$ cat src/rtl/shift_left_seq.sv
// Sequential 32-bit left shifter/rotator: one power-of-two stage (16,8,4,2,1) per clock.
// Latency: start accepted in cycle 0, busy cycles 1..5, done pulse with result in cycle 6.
// Backpressure: start is taken only while ready (IDLE/DONE); starts during SHIFT are dropped.
module shift_left_seq #(
  parameter int WIDTH = 32
) (
  input  logic             clk,
  input  logic             rst_n,
  input  logic             start,
  input  logic [WIDTH-1:0] in,
  input  logic [4:0]       shamt,
  input  logic             rot,
  output logic             ready,
  output logic             busy,
  output logic             done,
  output logic [WIDTH-1:0] out
);

  typedef enum logic [1:0] {
    IDLE  = 2'd0,
    SHIFT = 2'd1,
    DONE  = 2'd2
  } state_t;

  state_t           state;
  state_t           state_nxt;
  logic [WIDTH-1:0] work;
  logic [WIDTH-1:0] shifted;
  logic [4:0]       amt;
  logic             mode;
  logic [2:0]       step;
  logic             accept;

  // A new operation is taken whenever the unit is ready, including the DONE cycle.
  assign accept = start && ((state == IDLE) || (state == DONE));

  // State register; reset wins over a simultaneous start.
  always_ff @(posedge clk) begin
    if (!rst_n) begin
      state <= IDLE;
    end else begin
      state <= state_nxt;
    end
  end

  // Next-state and status decode; outputs depend on registered state only.
  always_comb begin
    state_nxt = state;
    ready     = 1'b0;
    busy      = 1'b0;
    done      = 1'b0;
    case (state)
      IDLE: begin
        ready = 1'b1;
        if (start) state_nxt = SHIFT;
      end
      SHIFT: begin
        busy = 1'b1;
        if (step == 3'd0) state_nxt = DONE;
      end
      DONE: begin
        ready = 1'b1;
        done  = 1'b1;
        state_nxt = start ? SHIFT : IDLE;
      end
      default: state_nxt = IDLE;
    endcase
  end

  // Current stage result: shift by 2^step, fill with zeros or the bits leaving the MSB end.
  always_comb begin
    shifted = work;
    case (step)
      3'd4: shifted = mode ? {work[15:0], work[31:16]} : {work[15:0], 16'h0000};
      3'd3: shifted = mode ? {work[23:0], work[31:24]} : {work[23:0], 8'h00};
      3'd2: shifted = mode ? {work[27:0], work[31:28]} : {work[27:0], 4'h0};
      3'd1: shifted = mode ? {work[29:0], work[31:30]} : {work[29:0], 2'b00};
      3'd0: shifted = mode ? {work[30:0], work[31]}    : {work[30:0], 1'b0};
      default: shifted = work;
    endcase
  end

  // Working datapath: load on accept, then apply one stage per SHIFT cycle from 16 down to 1.
  always_ff @(posedge clk) begin
    if (!rst_n) begin
      work <= '0;
      amt  <= '0;
      mode <= 1'b0;
      step <= 3'd0;
    end else if (accept) begin
      work <= in;
      amt  <= shamt;
      mode <= rot;
      step <= 3'd4;
    end else if (state == SHIFT) begin
      if (amt[step]) work <= shifted;
      if (step != 3'd0) step <= step - 3'd1;
    end
  end

  // The result register is visible at all times; it is meaningful from done until the next start.
  assign out = work;

endmodule

$ cat config.mk
export PLATFORM = sky130hd
export DESIGN_NAME = shift_left_seq
export DESIGN_NICKNAME = d
export VERILOG_FILES = /design/src/rtl/shift_left_seq.sv
export SDC_FILE = /design/constraint.sdc
export NUM_CORES = 1
export LEC_CHECK = 0
export BUFFER_PORTS_ARGS = -buffer_cell sky130_fd_sc_hd__buf_4
export CAP_MARGIN = 20
export CORE_UTILIZATION = 45
export CTS_CLUSTER_DIAMETER = 80
export DETAILED_ROUTE_END_ITERATION = 12
export HOLD_SLACK_MARGIN = 0.08
export PLACE_DENSITY_LB_ADDON = 0.3
export SLEW_MARGIN = 30
export SYNTH_ARGS = -nofsm -noshare
export SYNTH_HDL_FRONTEND = slang
export SYNTH_SLANG_ARGS = --single-unit
$ cat constraint.sdc
create_clock -name clk -period 5.3 [get_ports clk]
set_clock_uncertainty 0.15 [all_clocks]
set_input_delay 0.795 -clock clk [delete_from_list [all_inputs] [get_ports clk]]
set_output_delay 0.795 -clock clk [all_outputs]
set_load 0.01 [all_outputs]
==> results of run 1 <==
logic make-up (layout without fill, tap and decap cells):
logic type               count (synthesis)  in the layout  synth area share
AO/OA/AOI/OAI                          174            174            0.4347
XOR/XNOR                                 2              2          0.005316
adder cells (fa/ha/maj)                  5              5           0.01898
buffers and inverters                   57             97           0.07707
flip-flops                              43             43            0.2612
multiplexers                             1              1          0.003417
AND/OR/NAND/NOR                        140            140            0.1993
critical path: cells and delay by family, from the launching register on:
family / cells / cell delay, ns
simple gates: 1 / 0.67
buf+inv: 1 / 0.13
fa+ha+maj: 1 / 0.40
compound gates: 3 / 1.06
flops: 1 / 0.48
cell usage after synthesis, types with 8 or more instances:
cell,n,area share
a21oi_1,8,0.012
nand3_1,10,0.015
a311oi_1,10,0.027
dfxtp_1,43,0.26
nor3_1,17,0.026
nor2_1,22,0.025
a221oi_1,23,0.061
a211oi_1,11,0.025
a22o_1,23,0.061
a22oi_1,11,0.025
nand2_1,61,0.069
o21ai_0,18,0.027
o311a_1,16,0.049
o211ai_1,24,0.055
clkbuf_1,38,0.043
nand2b_1,11,0.021
how the worst max path moves through the flow:
stage / to / slack, ns / cells past startpoint
3_5_place_dp: out[9] / 2.36 / 6
3_3_place_gp: out[6] / 2.11 / 6
5_1_grt: out[8] / 2.17 / 6
6_report: out[9] / 2.33 / 6
2_1_floorplan: out[0] / 2.89 / 9
4_1_cts: out[9] / 2.35 / 6
layer usage:
layer,vias to the layer above,wire length (um)
li1,1749,-
met1,1752,4719
met2,278,4820
met3,39,1291
met4,0,316
met5,-,0
power by group through the flow:
stage	sequential, uW	clock, uW	combinational [uW]
detailed placement	430	0	307
floorplan	412	0	198
finish	428	273	312
global placement	431	0	300
global route	429	290	341
CTS	423	277	309
cell usage in the layout, fill, tap and decap left out, drive strengths merged, types with 16 or more instances in the layout:
master  Yosys  routed
nor2       22      22
o211ai     24      24
o311a      16      16
dfxtp      43      43
nor3       17      17
nand2      62      62
buf        13      83
a22o       23      23
o21ai      19      19
a221oi     23      23
area by class of cell:
cell class	count	area, um2	area share
Clock inverter	2	35.03	0.008838
Sequential cell	43	860.8	0.2172
Inverter	6	22.52	0.005682
Clock buffer	6	82.58	0.02083
Multi-Input combinational cell	322	2200	0.5549
Tap cell	96	120.1	0.03030
Timing Repair Buffer	83	643.1	0.1622
through the flow:
stage	instances	setup slack [ns]	instance area, um2	total power [uW]	hold WS (ns)
floorplan	422	2.891	3296	609.5	0.2829
global placement	549	2.115	3816	730.5	0.2957
detailed placement	550	2.362	3846	737.7	0.3014
CTS	558	2.350	3964	1009	0.3139
global route	558	2.171	3964	1060	0.3443
finish	558	2.330	3964	1013	0.3132
flip-flops by register name (all words and copies together), names as in the netlist:
register	count
step	3
mode	1
out	32
state	2
amt	5
==> reports/results.txt, run 1 <==
TritonCTS buffer count: 5
CTS tree: yes
Worst Tran Pin Value: 0.9824 ns
post-route ant nets: 0
clock latency on the worst-skew pair: 0.30 ns
ys async rst share: 0
H-tree depth: 2
outcome: finished clean
Net Sw Power: 367.7 uW
dominant synthesized flop cell: dfxtp_1
fill cell count: 622
worst path cell trace: inv_1, ha_2, or4_4, o2111a_4, a21oi_4, o221a_1
Leak: 0.001570 uW
Die Area: 0.007670 mm2
Post-Syn Area: 0.003296 mm2
RSZ-0062 raised after global routing: no
final period utilization: 0.5604
FF-to-FF Start: step[1]
vias post-DR: 3818
# rows: 30
M2 GR Usage: 0.4467
worst IR drop on VDD: 0.0001475 V
fraction of power spent switching nets: 0.3631
Critical Path RT: 5.40 ns
Final Wtd Congestion: 0.8997
Crit-path slowest cell: or4_4
syn avg cell area: 7.810 um2
I/O Pins: 76
number of nets in the final layout: 507
CTS root buffer: clkbuf_8
max_cap viols: 0
Critical Path Source: step[1]
die span in y: 87.58 um
Final Core Density: 0.5708
Hold Path End: amt[3]
Slew Limit Headroom: 0.3451
vias per cell: 6.842
core area: 0.006944 mm2
Final Hold Vio Count: 0
Syn-to-layout area delta: 20.27%
met3 usage: 0.05090
kind of critical path: reg -> reg
vias in the first global route: 3370
#FFs+latches synth: 43
DP Wirelength: 7.360 mm
crit start category: flop
post-synthesis sequential area ratio: 0.2612
Yosys cell types: 47
r2r setup slk: 2.33 ns
Worst R2R Path Depth: 6
first-pass GRT wire length: 17.61 mm
Starting Density: 0.4746
WL final: 11.15 mm
slowest stage delay, CP: 0.67 ns
clock sink total: 43
RR Endpoint: out[9]
WL per Instance: 19.98 um
Critical Path AT: 3.07 ns
IO Port Bufs: 75
Max FO, Critical Path: 34
PwrDens: 255.5 mW/mm2
Pre-antenna DRT Iters: 7
post-CTS sizing: 0
yosys warns: 0
sequential share of power: 0.423
M1 GR Usage: 0.4235
hold buffer count at cts: 0
FMAX: 336.7 MHz
antenna violations before repair: 0
hold_sp: amt[3]
P_int: 645.0 uW
die width: 87.58 um
# DRC: 0
post-synthesis cell count: 422
Starting DRT DRC Count: 661
Hold Path Depth: 2
Ant. Diodes: 0
Post-Syn Nets: 468
GRT Overall Usage: 0.2971
Max Slew Vio Count: 0
Clk network pwr share: 0.269
largest net degree at the start of global routing: 50
Post-synth EDFFs: 0
clock buffer depth: 2
combinational share of power: 0.308
GRT busiest layer: met2
HP Class: reg -> reg
Period minus WS final: 2.970 ns
GRT overflow: 0
setup violators final: 0
Critical Path Sink Type: flop
clock slew at reported path FFs: 0.09 ns
post-CTS setup buffer count: 0
layout cells sized above 1: 0.2208
setup TNS: 0 ns
No activity file was read; power rests on OpenSTA's default activity.
==> run 2: changes to the inputs <==
==> constraint.sdc (replaced) <==
create_clock -name clk -period 2.43 [get_ports clk]
set_clock_uncertainty 0.15 [all_clocks]
set_input_delay 0.3645 -clock clk [delete_from_list [all_inputs] [get_ports clk]]
set_output_delay 0.3645 -clock clk [all_outputs]
set_load 0.01 [all_outputs]
==> run 2 against run 1 <==
Cell count up 2.5%; non-clock buffer count rose by 14; maximum frequency up 27%.
==> reports/results.txt, run 2 (synthesis results as in run 1) <==
die span in y: 87.58 um (unchanged)
combinational share of power: 0.342 (+0.034)
kind of critical path: reg -> reg
Worst Tran Pin Value: 0.5281 ns (-0.4543 ns)
layout cells sized above 1: 0.2458 (+0.02502)
slowest stage delay, CP: 0.58 ns (-0.09 ns)
TritonCTS buffer count: 5 (unchanged)
Period minus WS final: 2.340 ns (-0.6299 ns)
Final Hold Vio Count: 0 (unchanged)
Starting DRT DRC Count: 655 (-0.91%)
Crit-path slowest cell: or4_4
core area: 0.006944 mm2 (unchanged)
Pre-antenna DRT Iters: 6 (-1)
Die Area: 0.007670 mm2 (unchanged)
WL final: 11.97 mm (+7.4%)
H-tree depth: 2 (unchanged)
fraction of power spent switching nets: 0.3956 (+0.03248)
post-route ant nets: 0 (unchanged)
vias per cell: 7.040 (+2.9%)
sequential share of power: 0.433 (+0.010)
most frequent cells in the layout: buf_4, nand2_1, dfxtp_1
IO Port Bufs: 75 (unchanged)
GRT Overall Usage: 0.3195 (+0.02243)
die width: 87.58 um (unchanged)
Clk network pwr share: 0.225 (-0.044)
CTS root buffer: clkbuf_8
Ant. Diodes: 0 (unchanged)
antenna violations before repair: 0 (unchanged)
setup violators final: 0 (unchanged)
Critical Path Sink Type: flop
GRT overflow: 0 (unchanged)
clock buffer depth: 2 (unchanged)
total power draw: 2155 uW (+110%)
Syn-to-layout area delta: 23.65%
Net Sw Power: 852.6 uW (+130%)
placed cells: 562 (+2.2%)
Slew Limit Headroom: 0.6458 (+0.3007)
vias in the first global route: 3622 (+7.5%)
# rows: 30 (unchanged)
max reg flops: 32 (unchanged)
clock sink total: 43 (unchanged)
PwrDens: 528.9 mW/mm2 (+110%)
Leak: 0.001627 uW (+3.6%)
number of nets in the final layout: 521 (+2.8%)
commonest non-fill, non-tap cell in the layout: buf_4
Max FO, Critical Path: 26 (-24%)
Max Slew Vio Count: 0 (unchanged)
vias post-DR: 4027 (+5.5%)
clock latency on the worst-skew pair: 0.31 ns (about the same)
DP Wirelength: 7.988 mm (+8.5%)
# DRC: 0 (unchanged)
Layout Cells excl Fill: 572 (+2.5%)
clock slew at reported path FFs: 0.09 ns (about the same)
outcome: finished clean
Critical Path RT: 2.48 ns (-2.92 ns)
first-pass GRT wire length: 18.93 mm (+7.5%)
family with the most delay on the worst path: simple AND/OR/NAND/NOR gates
Starting Density: 0.4746 (unchanged)
setup TNS: 0 ns (unchanged)
WL per Instance: 20.93 um (+4.8%)
Final Wtd Congestion: 0.9444 (+5.0%)
Worst Path Buf+Inv: 1 (unchanged)
P_int: 1303 uW (+100%)
FMAX: 427.3 MHz (+27%)
crit start category: flop
worst path cell trace: inv_1, ha_1, or4_4, nand2_4, nand4_1, a311oi_1
Critical Path AT: 2.39 ns (-0.68 ns)
max_cap viols: 0 (unchanged)
CTS tree: yes
HP Class: in -> reg
I/O Pins: 76 (unchanged)
final period utilization: 0.9631 (+0.4027)
hold buffer count at cts: 0 (unchanged)
worst IR drop on VDD: 0.0002545 V (+73%)
largest net degree at the start of global routing: 34 (-32%)
run 2: changes by cell type in the layout (fill, tap and decap cells not counted), sizes merged:
cell | previous run | this run
buf | 83 | 97
clkinvlp | 0 | 2
bufinv | 1 | 0
clkbuf | 6 | 5
run 2: per-stage QoR:
stage / cell area [um2] / util / setup WS (ns) / hold slack, ns
after floorplan: 3296 / - / 0.02138 / 0.2829
final: 4075 / 0.5868 / 0.08961 / 0.1442
after CTS: 4028 / 0.5800 / 0.05378 / 0.1460
after detailed placement: 3939 / 0.5672 / 0.08109 / 0.2976
after global placement: 3939 / 0.5672 / 0.1482 / 0.2946
after global routing: 4075 / 0.5868 / -0.004794 / 0.1481
run 2: path summary, 6_finish.rpt:
kind | from | depth (start not counted) | slack, ns | end
worst min-delay path | shamt[4] | 3 | 0.14 | amt[4]
worst min register to register | amt[3] | 2 | 0.31 | amt[3]
worst max-delay path | step[0] | 6 | 0.09 | out[5]
worst max register to register | step[0] | 6 | 0.09 | out[5]
run 2: tightest hold or removal path: stages:
cell and delay [ns]:
buf_4 0.10, nand2_1 0.04, a21oi_1 0.05
run 2: timing repair:
action,in CTS,in global routing
endpoints found under the setup margin,0,32
buffers inserted,0,2
gates resized for setup,0,6
run 2: cell type report:
| cell class | count | area [um2] |
|---|---|---|
| clock buffer | 5 | 68.82 |
| clock inverter | 3 | 20.02 |
| inverter | 6 | 22.52 |
| tap | 96 | 120.1 |
| multi-input combinational | 322 | 2221 |
| fill | 631 | 2869 |
| sequential | 43 | 862.1 |
| timing repair buffer | 97 | 760.7 |
run 2: per-layer routing:
layer | vias to the layer above | share of wire | track usage
met5 | - | 0 | 0
li1 | 1776 | - | -
met3 | 65 | 0.13 | 0.07634
met2 | 320 | 0.43 | 0.4702
met4 | 0 | 0.046 | 0.1535
met1 | 1866 | 0.40 | 0.4386
run 2: power by group through the flow:
stage                     registers, uW  logic (uW)  clock network [uW]
after floorplan                     898         432                   0
after global placement              937         693                   0
after detailed placement            936         708                   0
after CTS                           919         711                 487
after global routing                933         800                 524
final                               934         737                 484
